===== src/rtl/uart_rx.sv =====
`default_nettype none
// ============================================================================
// Module   : uart_rx
// Function : 8N1 UART receiver, mid-bit sampling via a clock-count bit timer.
// Revision : 1.0 - initial release
// ============================================================================
module uart_rx #(
    parameter int CLKS_PER_BIT = 8
) (
    input  logic       clk,
    input  logic       rst_n,
    input  logic       data_line,
    output logic       data_flag,
    output logic [7:0] data_byte
);

    localparam int c_cnt_w = $clog2(CLKS_PER_BIT);
    localparam logic [c_cnt_w-1:0] c_half_m1 = c_cnt_w'(CLKS_PER_BIT/2 - 1);
    localparam logic [c_cnt_w-1:0] c_full_m1 = c_cnt_w'(CLKS_PER_BIT - 1);
    localparam logic [c_cnt_w-1:0] c_one     = c_cnt_w'(1);

    localparam logic [2:0] c_st_idle  = 3'd0;
    localparam logic [2:0] c_st_start = 3'd1;
    localparam logic [2:0] c_st_data  = 3'd2;
    localparam logic [2:0] c_st_stop  = 3'd3;
    localparam logic [2:0] c_st_wait  = 3'd4;

    logic [1:0]         r_sync;
    logic [2:0]         r_state;
    logic [c_cnt_w-1:0] r_cnt;
    logic [2:0]         r_idx;
    logic [7:0]         r_shift;
    logic [7:0]         r_data_byte;
    logic               r_data_flag;

    logic               w_rx_s;
    logic [2:0]         w_state_nxt;
    logic [c_cnt_w-1:0] w_cnt_nxt;
    logic [2:0]         w_idx_nxt;
    logic [7:0]         w_shift_nxt;
    logic [7:0]         w_byte_nxt;
    logic               w_flag_nxt;

    assign w_rx_s    = r_sync[1];
    assign data_flag = r_data_flag;
    assign data_byte = r_data_byte;

    always_ff @(posedge clk) begin
        if (!rst_n) begin
            r_sync      <= 2'b11;
            r_state     <= c_st_idle;
            r_cnt       <= '0;
            r_idx       <= 3'd0;
            r_shift     <= 8'h00;
            r_data_byte <= 8'h00;
            r_data_flag <= 1'b0;
        end else begin
            r_sync      <= {r_sync[0], data_line};
            r_state     <= w_state_nxt;
            r_cnt       <= w_cnt_nxt;
            r_idx       <= w_idx_nxt;
            r_shift     <= w_shift_nxt;
            r_data_byte <= w_byte_nxt;
            r_data_flag <= w_flag_nxt;
        end
    end

    always_comb begin
        w_state_nxt = r_state;
        w_cnt_nxt   = r_cnt;
        w_idx_nxt   = r_idx;
        w_shift_nxt = r_shift;
        w_byte_nxt  = r_data_byte;
        w_flag_nxt  = 1'b0;
        case (r_state)
            c_st_idle: begin
                w_cnt_nxt = '0;
                w_idx_nxt = 3'd0;
                if (!w_rx_s) w_state_nxt = c_st_start;
            end
            c_st_start: begin
                // A start bit that is high again at its midpoint was a glitch.
                if (r_cnt == c_half_m1) begin
                    w_cnt_nxt   = '0;
                    w_state_nxt = w_rx_s ? c_st_idle : c_st_data;
                end else begin
                    w_cnt_nxt = r_cnt + c_one;
                end
            end
            c_st_data: begin
                if (r_cnt == c_full_m1) begin
                    w_cnt_nxt          = '0;
                    w_shift_nxt[r_idx] = w_rx_s;
                    w_idx_nxt          = r_idx + 3'd1;
                    if (r_idx == 3'd7) w_state_nxt = c_st_stop;
                end else begin
                    w_cnt_nxt = r_cnt + c_one;
                end
            end
            c_st_stop: begin
                if (r_cnt == c_full_m1) begin
                    w_cnt_nxt = '0;
                    if (w_rx_s) begin
                        w_byte_nxt  = r_shift;
                        w_flag_nxt  = 1'b1;
                        w_state_nxt = c_st_idle;
                    end else begin
                        w_state_nxt = c_st_wait;
                    end
                end else begin
                    w_cnt_nxt = r_cnt + c_one;
                end
            end
            c_st_wait: begin
                // Hold off until the line returns high so a break is not re-framed.
                if (w_rx_s) w_state_nxt = c_st_idle;
            end
            default: w_state_nxt = c_st_idle;
        endcase
    end

endmodule
`default_nettype wire


===== config.mk =====
export PLATFORM = sky130hd
export DESIGN_NAME = uart_rx
export DESIGN_NICKNAME = d
export VERILOG_FILES = /design/src/rtl/uart_rx.sv
export SDC_FILE = /design/constraint.sdc
export NUM_CORES = 1
export LEC_CHECK = 0
export BUFFER_PORTS_ARGS = -buffer_cell sky130_fd_sc_hd__clkbuf_2
export CAP_MARGIN = 40
export CORE_MARGIN = 3
export CORE_UTILIZATION = 50
export DETAILED_ROUTE_END_ITERATION = 10
export GPL_ROUTABILITY_DRIVEN = 0
export PLACE_DENSITY = 0.77
export SETUP_SLACK_MARGIN = 0.3
export SYNTH_ARGS = -nofsm -noshare
export SYNTH_HDL_FRONTEND = slang
export SYNTH_SLANG_ARGS = --single-unit

===== constraint.sdc =====
create_clock -name clk -period 3.94 [get_ports clk]
set_input_delay 0.394 -clock clk [delete_from_list [all_inputs] [get_ports clk]]
set_output_delay 0.394 -clock clk [all_outputs]
set_load 0.03 [all_outputs]

==> metrics.md, run 1 <==
| Metric | Value |
|---|---|
| Critical setup path kind | `reg -> reg` |
| Setup bufs post-CTS | `0` |
| Clock Pin Slew Worst Setup and Hold Paths | `0.15 ns` |
| Core footprint | `0.002567 mm2` |
| Worst-Margin Slew | `0.6015 ns` |
| Clk buf depth | `2` |
| Total power | `559.3 uW` |
| PD cells | `378.5 mW/mm2` |
| Via/cell ratio | `5.818` |
| DR DRC count | `0` |
| Post-synth top cells | `28 x dfxtp_1, 20 x nand2_1, 12 x o21ai_0, 11 x nand3_1` |
| Hold Violations, Final | `0` |
| R2R cell count | `5` |
| Nets | `167` |
| # port buffers | `11` |
| Synth Instances | `155` |
| Drt first pass iters | `4` |
| GR Overflow Total | `0` |
| Worst Path Required | `4.21 ns` |
| Max Freq | `526.6 MHz` |
| Antenna-violating nets left | `0` |
| Syn Nets | `164` |
| Post-route cell area | `0.001478 mm2` |
| Sink Count | `28` |
| Hold_buf cts | `0` |
| Ports | `12` |
| Routed wire per std cell | `14.28 um` |
| Vias in the first global route | `1023` |
| Lkg Pwr | `0.5726 nW` |
| Fin crit period | `1.899 ns` |
| Final Cycle Share | `0.4820` |
| CTS tree | `yes` |
| Die Wd | `58.75 um` |
| Area growth syn-to-layout | `6.205%` |
| Placed Area | `0.001425 mm2` |
| ANT cells | `0` |
| Number of antenna violations at the first check in global routing | `0` |
| Register area | `560.5 um2` |
| Register area share after synthesis | `0.4029` |
| Drt total wl | `2670 um` |
| # H-tree levels | `1` |
| YS warnings | `0` |
| Largest net degree at the start of global routing | `33` |
| Mapped Area | `0.001391 mm2` |
| Status | `complete, no violations` |
| Syn avg cell area | `8.976 um2` |
| Tot GR Track Use | `0.1671` |
| Setup violators final | `0` |
| Most common cell in the netlist | `dfxtp_1` |
| Rel. slew slack | `0.5985` |
| Post-synth top area share | `0.4029` |
| Asr flop ratio synth | `0` |
| Area of the multi-input gates | `757.0 um2` |
| CTS Buf Count | `3` |
| CTS Root Cell | `clkbuf_4` |
| VDD IR max | `398.9 uV` |
| Skew final | `0.001058 ns` |
| Worst EP arrival | `2.17 ns` |
| Vias post-DR | `1088` |
| Yosys reg bits | `28` |
| Setup_tns | `0 ns` |
| Hold WC Path Type | `in -> reg` |
| RSZ-0062 raised after global routing | `no` |
| # fillers | `253` |
| Max-slew violations | `0` |
| Layout cells sized above 1 | `0.1210` |
| First-pass GRT wire length | `4540 um` |
| Main area contributors after synthesis | `dfxtp_1 40%, mux2i_1 7.2%, a21boi_0 5.4%, ha_1 5.4%, nand2_1 5.4%` |
| Crit. End Element | `flop` |
| Clock Latency Late Sink | `0.33 ns` |
| Die ar. | `0.003452 mm2` |
| Top cell type by total area after synthesis | `dfxtp_1` |
| Dpl hpwl | `1848 um` |
| Startpoint Class | `flop` |
| Num rows | `18` |
| Post-synth top flop | `dfxtp_1` |
| Total of max-cap violations | `0` |
| EDFF count, synth | `0` |
| Die Y | `58.75 um` |
| Resized cells post-CTS | `0` |
| Critical Path Fanout Max | `13` |
| Starting Density | `0.5419` |
| WHS Path Cells | `2` |
| Initial DRC count | `39` |
| Distinct cells, synth | `37` |
placed cells by master (no fill, tap or decap), types with 2 or more instances in the layout:
cell type / instances
a21boi_0: 10
a31oi_1: 2
and2_1: 2
clkbuf_2: 11
clkbuf_4: 3
dfxtp_1: 28
ha_1: 6
inv_1: 4
mux2i_1: 10
nand2_1: 20
nand2b_1: 3
nand3_1: 11
nand4_1: 2
nand4b_1: 2
nor2_1: 4
nor2b_1: 4
nor4b_1: 2
nor4b_2: 2
nor4bb_1: 2
o21ai_0: 12
o22ai_1: 2
worst max-delay path: stages (launching register included):
cell       delay (ns)
dfxtp_1          0.39
ha_1             0.20
ha_1             0.41
nand4bb_2        0.24
nor4b_2          0.36
mux2i_1          0.22
flip-flops by register name (all words and copies together) (netlist names):
signal / count
r_idx: 3
r_sync: 2
r_cnt: 3
r_state: 3
data_flag: 1
data_byte: 8
r_shift: 8
cell type report:
type | count | share of cell area
Inverter | 4 | 0.01016
Clock inverter | 1 | 0.02032
Multi-Input combinational cell | 110 | 0.5123
Clock buffer | 3 | 0.01524
Sequential cell | 28 | 0.3793
Tap cell | 30 | 0.02540
Timing Repair Buffer | 11 | 0.03726
cells by family (layout without fill, tap and decap cells):
| group | count (synthesis) | after routing | synth area share |
|---|---|---|---|
| AO/OA/AOI/OAI | 32 | 32 | 0.1502 |
| multiplexers | 10 | 10 | 0.07195 |
| adder cells (fa/ha/maj) | 6 | 6 | 0.05396 |
| XOR/XNOR | 1 | 1 | 0.006296 |
| AND/OR/NAND/NOR | 61 | 61 | 0.2617 |
| flip-flops | 28 | 28 | 0.4029 |
| buffers and inverters | 17 | 19 | 0.05305 |
metrics by stage:
step | hold WS [ns] | instances | setup WS [ns] | util
finish | 0.2311 | 187 | 2.041 | 0.5755
global placement | 0.3902 | 183 | 2.226 | 0.5551
CTS | 0.2280 | 187 | 2.023 | 0.5755
global route | 0.2351 | 187 | 1.857 | 0.5755
floorplan | 0.3863 | 155 | 2.478 | -
detailed placement | 0.3987 | 183 | 2.054 | 0.5551
path summary, 6_finish.rpt:
check / start / endpoint / slack, ns
min reg2reg: r_sync[0] / r_sync[1] / 0.43
max: r_cnt[0] / r_shift[2] / 2.04
min: data_line / r_sync[0] / 0.23
max reg2reg: r_cnt[0] / r_shift[2] / 2.04
where the power goes:
group	total, mW	switching [mW]	internal (mW)
Combinational	0.0624	0.0361	0.0263
Clock	0.188	0.0850	0.103
Sequential	0.309	0.0183	0.290
routing by layer:
metal / GRT usage / up-vias / wire length [um]
met1: 0.1919 / 515 / 1162
li1: - / 551 / -
met2: 0.3123 / 18 / 1393
met4: 0.03236 / 0 / 21
met5: 0 / - / 0
met3: 0.03947 / 4 / 93
Note: power is estimated with default switching activity, not from simulation.
==> run 2: changes to the inputs <==
--- a/config.mk
+++ b/config.mk
@@ -11,7 +11,7 @@
 export CORE_UTILIZATION = 50
 export DETAILED_ROUTE_END_ITERATION = 10
 export GPL_ROUTABILITY_DRIVEN = 0
-export PLACE_DENSITY = 0.77
+export PLACE_DENSITY = 0.79
 export SETUP_SLACK_MARGIN = 0.3
 export SYNTH_ARGS = -nofsm -noshare
 export SYNTH_HDL_FRONTEND = slang
==> constraint.sdc (replaced) <==
create_clock -name clk -period 1.7 [get_ports clk]
set_input_delay 0.17 -clock clk [delete_from_list [all_inputs] [get_ports clk]]
set_output_delay 0.17 -clock clk [all_outputs]
set_load 0.03 [all_outputs]
==> run 2 against run 1 <==
Net effect:
- clock power increased by 44%
- global-route usage increased by 1.8 points
- largest cell class unchanged
- non-clock buffer count increased by 8
- sequential share of layout area decreased by 3.0 points
- final area increased by 10%
- combinational power increased to 2.7 times the previous value
- cell count increased by 3.7%
- clock-buffer cell count unchanged
- setup slack got worse by 1.8 ns
- register-to-register slack got worse by 1.8 ns
==> metrics.md, run 2 (synthesized netlist as in run 1, its figures left out) <==
| Metric | Value |
|---|---|
| Rel. slew slack | `0.7500 (+0.1515)` |
| Sink Count | `28 (unchanged)` |
| Setup violators final | `0 (unchanged)` |
| Drt total wl | `2854 um (+6.9%)` |
| Initial DRC count | `36 (-7.7%)` |
| Largest net degree at the start of global routing | `32 (-3.0%)` |
| Ports | `12 (unchanged)` |
| Nets | `175 (+4.8%)` |
| PD cells | `712.0 mW/mm2 (+88%)` |
| Status | `complete, no violations` |
| Startpoint Class | `flop` |
| DR DRC count | `0 (unchanged)` |
| Antenna-violating nets left | `0 (unchanged)` |
| Die Y | `58.75 um (unchanged)` |
| Critical Path Fanout Max | `6 (-7)` |
| Hold_buf cts | `0 (unchanged)` |
| Hold WC Path Type | `in -> reg` |
| Crit. End Element | `flop` |
| Via/cell ratio | `5.825 (+0.11%)` |
| Commonest non-fill, non-tap cell in the layout | `dfxtp_1` |
| Worst EP arrival | `1.72 ns (-0.45 ns)` |
| Critical setup path kind | `reg -> reg` |
| Final Cycle Share | `0.8603 (+0.3783)` |
| VDD IR max | `857.9 uV (+120%)` |
| Clock Latency Late Sink | `0.32 ns (about the same)` |
| Dpl hpwl | `1856 um (+0.42%)` |
| Core footprint | `0.002567 mm2 (unchanged)` |
| Vias in the first global route | `1130 (+10%)` |
| Lkg Pwr | `0.6066 nW (+5.9%)` |
| Num rows | `18 (unchanged)` |
| Area growth syn-to-layout | `17.09%` |
| Met3 Use GR | `0.04386 (+0.004386)` |
| Post-route insts no fill | `194 (+3.7%)` |
| Layout cells sized above 1 | `0.2622 (+0.1412)` |
| Starting Density | `0.5419 (unchanged)` |
| Most frequent cells in the layout | `21 x dfxtp_1, 20 x nand2_1, 11 x clkbuf_2, 10 x mux2i_1, 10 x nand3_1` |
| CTS Root Cell | `clkbuf_4` |
| Skew final | `0.001684 ns (+0.0006258 ns)` |
| CTS Buf Count | `3 (unchanged)` |
| CTS tree | `yes` |
| Fin crit period | `1.463 ns (-0.4366 ns)` |
| Setup_tns | `0 ns (unchanged)` |
| GR Overflow Total | `0 (unchanged)` |
| # port buffers | `11 (unchanged)` |
| RSZ-0062 raised after global routing | `yes` |
| Tot GR Track Use | `0.1851 (+0.01800)` |
| # H-tree levels | `1 (unchanged)` |
| Die Wd | `58.75 um (unchanged)` |
| Vias post-DR | `1130 (+3.9%)` |
| Routed wire per std cell | `14.71 um (+3.0%)` |
| GRT busiest layer | `met2` |
| Met1 GRT Util | `0.2345 (+0.04261)` |
| Number of antenna violations at the first check in global routing | `0 (unchanged)` |
| Hold Violations, Final | `0 (unchanged)` |
| Total of max-cap violations | `0 (unchanged)` |
| Max Freq | `683.7 MHz (+30%)` |
| ANT cells | `0 (unchanged)` |
| Drt first pass iters | `4 (unchanged)` |
| Worst-Margin Slew | `0.3750 ns (-0.2265 ns)` |
| Worst Path Required | `1.96 ns (-2.25 ns)` |
| Met2 Use GR | `0.3123 (unchanged)` |
| Die ar. | `0.003452 mm2 (unchanged)` |
| First-pass GRT wire length | `5016 um (+10%)` |
| Clock Pin Slew Worst Setup and Hold Paths | `0.14 ns (about the same)` |
| Max-slew violations | `0 (unchanged)` |
| Clk buf depth | `2 (unchanged)` |
| Placed Instances | `186 (+1.6%)` |
[run 2: cell types whose count changed in the layout (fill, tap and decap cells not counted), sizes merged]
| cell | before | now |
|---|---|---|
| buf | 0 | 8 |
| bufinv | 1 | 0 |
[run 2: routing by layer]
layer / up-vias / wire, um
met3: 6 / 103
met2: 27 / 1452
met4: 0 / 48
met5: - / 0
met1: 528 / 1249
li1: 569 / -
[run 2: per-stage QoR]
stage                     hold WS (ns)    util  cell area, um2  setup slack [ns]  total power, mW
after floorplan                 0.2430       -            1418            0.3154           0.8499
final                          0.01899  0.6345            1629            0.2374            1.160
after CTS                     0.009428  0.6082            1562            0.2572            1.164
after detailed placement        0.3624  0.5741            1474            0.1072           0.8798
after global placement          0.3591  0.5741            1474            0.2324           0.8736
after global routing           0.01977  0.6345            1629            0.1342            1.211
[run 2: worst paths after layout]
kind / to / slack [ns] / from / depth (start not counted)
max: r_shift[1] / 0.24 / r_cnt[0] / 5
min: r_sync[0] / 0.02 / data_line / 2
max reg2reg: r_shift[1] / 0.24 / r_cnt[0] / 5
min reg2reg: r_sync[1] / 0.43 / r_sync[0] / 1
[run 2: cell type report]
cell class              instances  area [um2]
repair buffers                 19       118.9
multi-input cells             110       865.8
fillers                       235       938.4
flip-flops and latches         28       569.3
inverters                       4       15.01
clock buffers                   3       22.52
well taps                      30       37.54
[run 2: critical path, cell delays in order (launching register included)]
cell	delay, ns
dfxtp_2	0.38
ha_4	0.16
ha_4	0.17
nand4bb_4	0.20
nor4b_4	0.28
mux2i_1	0.22
[run 2: where the power goes]
group          switching (mW)  internal, mW
Combinational          0.0906        0.0773
Clock                   0.188        0.0831
Sequential             0.0446         0.677
Total                   0.323         0.837
[run 2: what timing repair did]
| action | 4_1_cts | 5_1_grt |
|---|---|---|
| resized for setup | 12 | 16 |
| pin swaps | 2 | 6 |
| gates cloned | 0 | 0 |
| endpoints found under the setup margin | 21 | 23 |
| buffers inserted | 3 | 2 |
